==> src/rtl/mm_pkg.sv <==
// Shared types and default sizing for the matrix-multiplier compute path.
package mm_pkg;

    localparam int MAX_N_DEF  = 8;
    localparam int DATA_W_DEF = 8;
    localparam int ACC_W_DEF  = 16;
    localparam int ADDR_W_DEF = 6;
    localparam int PROD_W_DEF = 2 * DATA_W_DEF;

    typedef enum logic [1:0] {
        IDLE  = 2'd0,
        RUN   = 2'd1,
        DRAIN = 2'd2
    } state_t;

    // Full-precision width of an unsigned DATA_W x DATA_W product.
    function automatic int prod_width(input int data_w);
        return 2 * data_w;
    endfunction

endpackage

==> src/rtl/mm_mac_unit.sv <==
// Multiply-accumulate stage plus the result-RAM write register.
// Operands arrive one cycle after the read issue; a finished element is
// presented on c_we/c_addr/c_data one cycle after its last accumulate.
module mm_mac_unit
    import mm_pkg::*;
#(
    parameter int DATA_W = DATA_W_DEF,
    parameter int ACC_W  = ACC_W_DEF,
    parameter int ADDR_W = ADDR_W_DEF
)(
    input  logic              clk,
    input  logic              rst,
    input  logic              valid,
    input  logic              first,
    input  logic              last,
    input  logic [ADDR_W-1:0] tag,
    input  logic [DATA_W-1:0] a_data,
    input  logic [DATA_W-1:0] b_data,
    output logic              c_we,
    output logic [ADDR_W-1:0] c_addr,
    output logic [ACC_W-1:0]  c_data,
    output logic              ovf_hit
);

    localparam int PROD_W = prod_width(DATA_W);
    // One spare bit above the wider operand keeps the sum exact for overflow detection.
    localparam int SUM_W  = ((ACC_W > PROD_W) ? ACC_W : PROD_W) + 1;

    logic [PROD_W-1:0] prod;
    logic [SUM_W-1:0]  sum_full;
    logic [ACC_W-1:0]  acc_reg;
    logic              c_we_reg;
    logic [ADDR_W-1:0] c_addr_reg;
    logic [ACC_W-1:0]  c_data_reg;

    // Untruncated product and running sum; first restarts the dot product.
    always_comb begin
        prod     = PROD_W'(a_data) * PROD_W'(b_data);
        sum_full = (first ? SUM_W'(0) : SUM_W'(acc_reg)) + SUM_W'(prod);
        ovf_hit  = valid && (sum_full[SUM_W-1:ACC_W] != '0);
    end

    // Accumulator and output register; the written value is the truncated sum.
    always_ff @(posedge clk or posedge rst) begin
        if (rst) begin
            acc_reg    <= '0;
            c_we_reg   <= 1'b0;
            c_addr_reg <= '0;
            c_data_reg <= '0;
        end else begin
            c_we_reg <= valid && last;
            if (valid) begin
                acc_reg <= sum_full[ACC_W-1:0];
            end
            if (valid && last) begin
                c_addr_reg <= tag;
                c_data_reg <= sum_full[ACC_W-1:0];
            end
        end
    end

    assign c_we   = c_we_reg;
    assign c_addr = c_addr_reg;
    assign c_data = c_data_reg;

endmodule

==> src/rtl/mm_mac_sequencer.sv <==
// Compute-phase sequencer: walks i/j/k (k innermost) for C = A x B, issuing one
// A/B read per cycle and feeding a single MAC whose results go to the C RAM.
module mm_mac_sequencer
    import mm_pkg::*;
#(
    parameter int MAX_N  = MAX_N_DEF,
    parameter int DATA_W = DATA_W_DEF,
    parameter int ACC_W  = ACC_W_DEF,
    parameter int ADDR_W = ADDR_W_DEF
)(
    input  logic              clk,
    input  logic              rst,
    input  logic              start,
    input  logic [3:0]        size,
    output logic              busy,
    output logic              done,
    output logic              err,
    output logic              ovf,
    output logic              rd_en,
    output logic [ADDR_W-1:0] a_addr,
    output logic [ADDR_W-1:0] b_addr,
    input  logic [DATA_W-1:0] a_data,
    input  logic [DATA_W-1:0] b_data,
    output logic              c_we,
    output logic [ADDR_W-1:0] c_addr,
    output logic [ACC_W-1:0]  c_data
);

    state_t            state_reg;
    logic [3:0]        n_reg, i_reg, j_reg, k_reg;
    logic [3:0]        i_next, j_next, k_next;
    logic              k_wrap, j_wrap, last_issue, size_ok;
    logic [ADDR_W-1:0] a_addr_next, b_addr_next, tag_now;
    logic [ADDR_W-1:0] a_addr_reg, b_addr_reg;
    logic              rd_en_reg, busy_reg, done_reg, err_reg, ovf_reg, drain_reg;
    logic              s1_valid_reg, s1_first_reg, s1_last_reg;
    logic [ADDR_W-1:0] s1_tag_reg;
    logic              ovf_hit;

    // Loop-nest successor and the addresses of the next issue.
    always_comb begin
        size_ok     = (size != 4'd0) && (int'(size) <= MAX_N);
        k_wrap      = (k_reg == n_reg - 4'd1);
        j_wrap      = (j_reg == n_reg - 4'd1);
        last_issue  = k_wrap && j_wrap && (i_reg == n_reg - 4'd1);
        k_next      = k_wrap ? 4'd0 : k_reg + 4'd1;
        j_next      = k_wrap ? (j_wrap ? 4'd0 : j_reg + 4'd1) : j_reg;
        i_next      = (k_wrap && j_wrap) ? i_reg + 4'd1 : i_reg;
        a_addr_next = ADDR_W'(i_next) * ADDR_W'(n_reg) + ADDR_W'(k_next);
        b_addr_next = ADDR_W'(k_next) * ADDR_W'(n_reg) + ADDR_W'(j_next);
        tag_now     = ADDR_W'(i_reg) * ADDR_W'(n_reg) + ADDR_W'(j_reg);
    end

    // Control FSM: accepts/rejects start, steps counters, drains the MAC pipe.
    always_ff @(posedge clk or posedge rst) begin
        if (rst) begin
            state_reg  <= IDLE;
            n_reg      <= '0;
            i_reg      <= '0;
            j_reg      <= '0;
            k_reg      <= '0;
            a_addr_reg <= '0;
            b_addr_reg <= '0;
            rd_en_reg  <= 1'b0;
            busy_reg   <= 1'b0;
            done_reg   <= 1'b0;
            err_reg    <= 1'b0;
            ovf_reg    <= 1'b0;
            drain_reg  <= 1'b0;
        end else begin
            err_reg  <= 1'b0;
            done_reg <= 1'b0;
            if (ovf_hit) begin
                ovf_reg <= 1'b1;
            end
            case (state_reg)
                IDLE: begin
                    if (start && size_ok) begin
                        state_reg  <= RUN;
                        n_reg      <= size;
                        i_reg      <= '0;
                        j_reg      <= '0;
                        k_reg      <= '0;
                        a_addr_reg <= '0;
                        b_addr_reg <= '0;
                        rd_en_reg  <= 1'b1;
                        busy_reg   <= 1'b1;
                        ovf_reg    <= 1'b0;
                    end else if (start) begin
                        err_reg <= 1'b1;
                    end
                end
                RUN: begin
                    if (last_issue) begin
                        state_reg  <= DRAIN;
                        rd_en_reg  <= 1'b0;
                        drain_reg  <= 1'b0;
                        i_reg      <= '0;
                        j_reg      <= '0;
                        k_reg      <= '0;
                        a_addr_reg <= '0;
                        b_addr_reg <= '0;
                    end else begin
                        i_reg      <= i_next;
                        j_reg      <= j_next;
                        k_reg      <= k_next;
                        a_addr_reg <= a_addr_next;
                        b_addr_reg <= b_addr_next;
                    end
                end
                DRAIN: begin
                    if (!drain_reg) begin
                        drain_reg <= 1'b1;
                        done_reg  <= 1'b1;
                    end else begin
                        state_reg <= IDLE;
                        busy_reg  <= 1'b0;
                        drain_reg <= 1'b0;
                    end
                end
                default: begin
                    state_reg <= IDLE;
                    rd_en_reg <= 1'b0;
                    busy_reg  <= 1'b0;
                end
            endcase
        end
    end

    // Issue-side tags travel alongside the RAM read so they meet the data.
    always_ff @(posedge clk or posedge rst) begin
        if (rst) begin
            s1_valid_reg <= 1'b0;
            s1_first_reg <= 1'b0;
            s1_last_reg  <= 1'b0;
            s1_tag_reg   <= '0;
        end else begin
            s1_valid_reg <= rd_en_reg;
            s1_first_reg <= (k_reg == 4'd0);
            s1_last_reg  <= k_wrap;
            s1_tag_reg   <= tag_now;
        end
    end

    mm_mac_unit #(
        .DATA_W (DATA_W),
        .ACC_W  (ACC_W),
        .ADDR_W (ADDR_W)
    ) u_mac (
        .clk     (clk),
        .rst     (rst),
        .valid   (s1_valid_reg),
        .first   (s1_first_reg),
        .last    (s1_last_reg),
        .tag     (s1_tag_reg),
        .a_data  (a_data),
        .b_data  (b_data),
        .c_we    (c_we),
        .c_addr  (c_addr),
        .c_data  (c_data),
        .ovf_hit (ovf_hit)
    );

    assign busy   = busy_reg;
    assign done   = done_reg;
    assign err    = err_reg;
    assign ovf    = ovf_reg;
    assign rd_en  = rd_en_reg;
    assign a_addr = a_addr_reg;
    assign b_addr = b_addr_reg;

endmodule

==> config.mk <==
export PLATFORM = sky130hd
export DESIGN_NAME = mm_mac_sequencer
export DESIGN_NICKNAME = d
export VERILOG_FILES = /design/src/rtl/mm_pkg.sv /design/src/rtl/mm_mac_unit.sv /design/src/rtl/mm_mac_sequencer.sv
export SDC_FILE = /design/constraint.sdc
export NUM_CORES = 1
export LEC_CHECK = 0
export ABC_AREA = 0
export BUFFER_PORTS_ARGS = -buffer_cell sky130_fd_sc_hd__buf_2
export CORE_MARGIN = 2
export CORE_UTILIZATION = 56
export DETAILED_ROUTE_END_ITERATION = 10
export PLACE_DENSITY_LB_ADDON = 0.15
export SLEW_MARGIN = 20
export SYNTH_ARGS = -nofsm -noshare
export SYNTH_HDL_FRONTEND = slang
export SYNTH_SLANG_ARGS = --single-unit
==> constraint.sdc <==
create_clock -name clk -period 5.05 [get_ports clk]
set_clock_uncertainty 0.05 [all_clocks]
set_input_delay 0.505 -clock clk [delete_from_list [all_inputs] [get_ports clk]]
set_output_delay 0.505 -clock clk [all_outputs]
set_load 0.02 [all_outputs]
==> results of run 1 <==
-- synthesized netlist by cell type, types with 2 or more instances --
cell type / instances / area share [%]
nor2b_1: 13 / 1.1
nor3_1: 3 / 0.20
o31ai_1: 3 / 0.30
nor2_1: 22 / 1.1
o21ai_1: 10 / 0.66
mux2_2: 34 / 5.1
a31oi_1: 2 / 0.17
inv_1: 131 / 6.5
dfrtp_1: 84 / 28
o21a_1: 2 / 0.20
clkbuf_1: 12 / 0.60
xnor2_2: 2 / 0.43
xnor2_1: 26 / 3.0
nor3_4: 2 / 0.43
xnor3_1: 4 / 1.2
buf_4: 3 / 0.30
o21ai_0: 16 / 1.1
fa_1: 69 / 18
a22o_1: 11 / 1.3
a21oi_1: 21 / 1.4
nand3_1: 11 / 0.73
nand2_1: 75 / 3.7
buf_2: 5 / 0.33
nand2_2: 2 / 0.17
o211ai_1: 2 / 0.20
ha_1: 75 / 12
a21o_1: 10 / 0.99
and2_1: 51 / 4.2
nand2b_1: 14 / 1.2
and3_1: 9 / 0.75
xor2_1: 18 / 2.1
-- area by class of cell --
cell class                      instances  share of cell area, %
Tap cell                              176                   2.61
Sequential cell                        84                   24.9
Timing Repair Buffer                   76                   4.95
Multi-Input combinational cell        523                   58.1
Inverter                              133                   5.96
Clock inverter                          6                  0.638
Clock buffer                           10                   2.83
-- per-layer routing --
| layer | routed length (microns) | vias up | share of wire, % | track usage, % |
|---|---|---|---|---|
| li1 | - | 2537 | - | - |
| met1 | 6460 | 2601 | 43 | 29.0 |
| met2 | 7810 | 89 | 52 | 40.0 |
| met3 | 435 | 30 | 2.9 | 3.42 |
| met4 | 341 | 0 | 2.3 | 9.56 |
| met5 | 0 | - | 0 | 0 |
-- repair_timing --
action	4_1_cts	5_1_grt
hold buffers	1	0
buffers inserted	0	1
gates resized for setup	0	5
hold endpoints to repair	9	0
endpoints found under the setup margin	0	1
-- worst paths after layout --
kind,startpoint,endpoint,slack [ps]
max,n_reg[0],a_addr[5],220
min,rd_en,s1_valid_reg,350
max reg2reg,n_reg[0],a_addr[5],220
min reg2reg,rd_en,s1_valid_reg,350
max in group asynchronous,rst,k_reg[1],3220
min in group asynchronous,rst,u_mac.c_data[0],540
-- critical path, stage by stage, from the launching register on --
cell      delay, ps
dfrtp_1         380
buf_4           190
nor3_4          250
xnor3_1         300
and3_4          220
nand2_2         130
mux2i_2         240
nand2b_1        150
fa_1            460
fa_1            550
inv_1            50
fa_1            480
ha_1            350
a21o_1          190
a21oi_1         170
xnor2_1         180
xnor2_2         160
xnor2_2         130
o21ai_2          60
-- power by group --
group          internal (W)  leakage, nW  total [W]  switching (W)
Clock              0.000355        0.142   0.000639       0.000284
Combinational       0.00122         3.26    0.00272        0.00150
Sequential         0.000843        0.964   0.000915      0.0000720
Total               0.00242         4.36    0.00428        0.00186
-- through the flow --
| step | worst slack (ps) | total power (W) | std cells |
|---|---|---|---|
| 3_3_place_gp | 222 | 0.00357 | 990 |
| 4_1_cts | 152 | 0.00431 | 1007 |
| 6_report | 217 | 0.00428 | 1008 |
| 5_1_grt | 2.22 | 0.00474 | 1008 |
| 3_5_place_dp | 167 | 0.00364 | 990 |
| 2_1_floorplan | 80.5 | 0.00303 | 760 |
-- logic make-up (layout without fill, tap and decap cells) --
logic type | Yosys count | after routing | synth area share (%)
DFF | 84 | 84 | 27.8
buffers and inverters | 153 | 225 | 7.87
adders and majority gates | 144 | 144 | 30.7
and+or+nand+nor | 210 | 210 | 14.5
muxes | 35 | 35 | 5.20
xor gates and xnor gates | 51 | 51 | 6.94
AOI/OAI and AO/OA | 83 | 83 | 6.93
==> out/results.tsv, run 1 <==
metric	value	unit
synthArstFlopShare	100	%
reg2regPathDepth	18	
synth_edf_count	0	
seqCellArea	2100	sq um
postLayoutCellArea	8440	sq um
drtPass1Iterations	4	
core	13200	sq um
insertion_delay	340	ps
root_buffer	clkbuf_16	
syn_area	7550	sq um
power.leakage	4.36	nW
area_growth	11.7	%
crit_path_start_kind	flip-flop	
drive_above_1_share	17.7	%
finalHoldViolCount	0	
dr.first_iter.drc_count	161	
grt_usage	23.1	%
drc	0	
fin_setup_tns	0	ps
cts_num_sinks	84	
setup_viol	0	
initial_core_util	57.3	%
grt_max_degree	76	
required	5200	ps
wirelength	15000	microns
status	completed	
antenna_cells	0	
worst_pin_slew	957	ps
finalCritPeriodShare	95.7	%
cp-end-kind	flip-flop	
ctsLongestPathBuffers	2	
boundaryPins	63	
final_cell_mix	inv_1 (130), dfrtp_1 (84), nand2_1 (75), ha_1 (74), fa_1 (69)	
grt_first_pass_wirelength	26500	microns
fp.dieW	120	microns
placed_cell_area	8100	sq um
gp_congestion	0.873	
slew_viol_final	0	
period_minus_slack	4830	ps
io_buffers	62	
hpwl	12200	microns
critPathKind	flip-flop to flip-flop	
final_common_cell	inv_1	
synth-seq-cells	84	
multi_input_area	4900	sq um
netlist_instances	760	
fmax	207	MHz
cts_tree	built	
final_core_util	64.0	%
hold_slack	353	ps
nNetsFinal	994	
die-area	14400	sq um
cts-buffers-inserted	9	
die_h	120	microns
hold_path.class	flip-flop to flip-flop	
path_max_fanout	12	
cts_max_level	3	
grt_pass1_vias	5770	
std_cell_rows	42	
antenna_found_initial	0	
synth_fp_nets	927	
via_count	5257	
holdPathStages	0	
slew_headroom	36.2	%
ys_seq_area_share	27.8	%
nFillCells	1055	
max-vdd-ir-drop	0.272	mV
rsz0062_at_grt	no	
antenna_left	0	
vias_per_cell	5.22	
wl_per_cell	14.9	microns
yosysWarnings	0	
drv_cap	0	
synth_cell_types	49	
gr-total-overflow	0	
cts.clk_slew.worst_paths	70	ps
syn_avg_cell_area	9.94	sq um
power.density	507	nW/um^2
cp_data_arrival_time	4990	ps
synth_flop_cell	dfrtp_1	
Note: power is estimated with default switching activity, not from simulation.
==> run 2, diff against run 1 <==
==> constraint.sdc (replaced) <==
create_clock -name clk -period 5.05 [get_ports clk]
set_clock_uncertainty 0.05 [all_clocks]
set_input_delay 0.2525 -clock clk [delete_from_list [all_inputs] [get_ports clk]]
set_output_delay 0.2525 -clock clk [all_outputs]
set_load 0.02 [all_outputs]
==> run 2 against run 1 <==
  * Highest routed layer unchanged
  * Clock-buffer cell count is the same
  * Power grew 0.26%
  * Sequential power about the same
  * Global-route usage increased by 0.48 points
  * Wire length is 3.7% higher
  * Via count rose by 0.32%
  * Worst setup slack gained 5.2 ps
  * Combinational power about the same
==> out/results.tsv, run 2 (synthesis gave the netlist of run 1 again) <==
metric	value	unit
hpwl	12600	microns
required	5210	ps
wirelength	15600	microns
cts_max_level	3	
crit_path_frequent_cell	fa_1	
gr-total-overflow	0	
min_to	n_reg[2]	
insertion_delay	340	ps
setup_viol	0	
cts-buffers-inserted	9	
worst_pin_slew	810	ps
drc	0	
grt_usage	23.6	%
power	0.00429	W
area_growth	11.9	%
critPathMaxStageDelay	550	ps
rr_endpoint	a_addr[5]	
die-area	14400	sq um
cts_tree	built	
critical_path.top_delay_family	adder cells	
power.density	507	nW/um^2
final_common_cell	inv_1	
cp_data_arrival_time	4990	ps
postLayoutCellArea	8450	sq um
ctsLongestPathBuffers	2	
gp_congestion	0.947	
holdPathStages	2	
cp-end-kind	flip-flop	
wl_per_cell	15.5	microns
final_cell_mix	inv_1 (129), dfrtp_1 (84), nand2_1 (75), ha_1 (74), fa_1 (69)	
critPathSlowestCell	fa_1	
path_cells	buf_4, nor3_4, xnor3_1, and3_4, nand2_2, mux2i_1, nand2b_1, fa_1, fa_1, inv_1, fa_1, ha_1, a21o_1, a21oi_2, xnor2_1, xnor2_2, xnor2_1, o21ai_2	
fp.dieW	120	microns
critical_path_buf_inv_count	2	
max-vdd-ir-drop	0.324	mV
drive_above_1_share	18.0	%
nNetsFinal	995	
slew_headroom	45.9	%
placed_cell_area	8080	sq um
antenna_left	0	
cts.clk_slew.worst_paths	70	ps
dr.first_iter.drc_count	215	
path_max_fanout	12	
vias_per_cell	5.23	
slew_viol_final	0	
finalCritPeriodShare	95.6	%
die_h	120	microns
drv_cap	0	
status	completed	
worstHoldStart	size[2]	
rrSetupSlack	220	ps
reg2regPathDepth	18	
via_count	5274	
std_cell_rows	42	
final_core_util	64.1	%
grt_first_pass_wirelength	27100	microns
grt_max_degree	57	
antenna_found_initial	0	
io_buffers	62	
grt_pass1_vias	5668	
crit_path_start_kind	flip-flop	
core	13200	sq um
drtPass1Iterations	4	
hold_slack	124	ps
initial_core_util	57.3	%
fin_setup_tns	0	ps
r2r-start	n_reg[0]	
critPathKind	flip-flop to flip-flop	
antenna_cells	0	
fmax	207	MHz
cts_num_sinks	84	
finalHoldViolCount	0	
power.leakage	4.38	nW
boundaryPins	63	
hold_path.class	input port to flip-flop	
period_minus_slack	4830	ps
root_buffer	clkbuf_16	
-- run 2: cell types whose count changed in the layout (fill, tap and decap cells not counted), sizes merged --
cell / previous run / this run
buf: 75 / 76
clkinv: 3 / 4
clkinvlp: 1 / 0
-- run 2: layout make-up --
class	count	area, sq um
multi-input cells	523	4910
fillers	1077	4740
flip-flops and latches	84	2100
inverters	133	503
repair buffers	77	425
clock buffers	10	239
well taps	176	220
clock inverters	6	55.1
-- run 2: stage by stage --
stage / cells / setup slack, ps
global route: 1009 / -9.58
floorplan: 760 / 80.5
detailed placement: 988 / 128
global placement: 988 / 264
finish: 1009 / 222
CTS: 1005 / 90.1
-- run 2: report_power, final --
group	total [W]	switching, W	internal (W)
sequential	0.000918	0.0000754	0.000843
combinational	0.00273	0.00151	0.00122
clock	0.000643	0.000287	0.000356
-- run 2: worst reg2reg max path, stage by stage, from the launching register on --
cell	delay [ps]
dfrtp_1	390
buf_4	200
nor3_4	230
xnor3_1	310
and3_4	230
nand2_2	140
mux2i_1	230
nand2b_1	160
fa_1	450
fa_1	550
inv_1	50
fa_1	470
ha_1	350
a21o_1	210
a21oi_2	150
xnor2_1	170
xnor2_2	150
xnor2_1	150
o21ai_2	60
-- run 2: timing repair --
item | CTS | global route
endpoints found under the setup margin | 0 | 1
buffers inserted | 0 | 4
hold endpoints to repair | 28 | 0
gates resized for setup | 0 | 8
hold buffers | 1 | 0
-- run 2: worst max path at each step --
stage | start | to | slack [ps] | cells past startpoint
6_report | n_reg[0] | a_addr[5] | 220 | 18
5_1_grt | n_reg[0] | a_addr[5] | -10 | 18
4_1_cts | n_reg[0] | a_addr[5] | 90 | 19
3_5_place_dp | n_reg[0] | a_addr[5] | 130 | 19
3_3_place_gp | n_reg[0] | a_addr[5] | 260 | 20
2_1_floorplan | n_reg[0] | a_addr[5] | 80 | 20
-- run 2: metal layers --
metal | track usage, % | vias up | part of all wire, %
met1 | 30.4 | 2606 | 42
met5 | 0 | - | 0
li1 | - | 2531 | -
met4 | 7.72 | 0 | 2.3
met3 | 2.99 | 29 | 3.7
met2 | 41.2 | 108 | 52
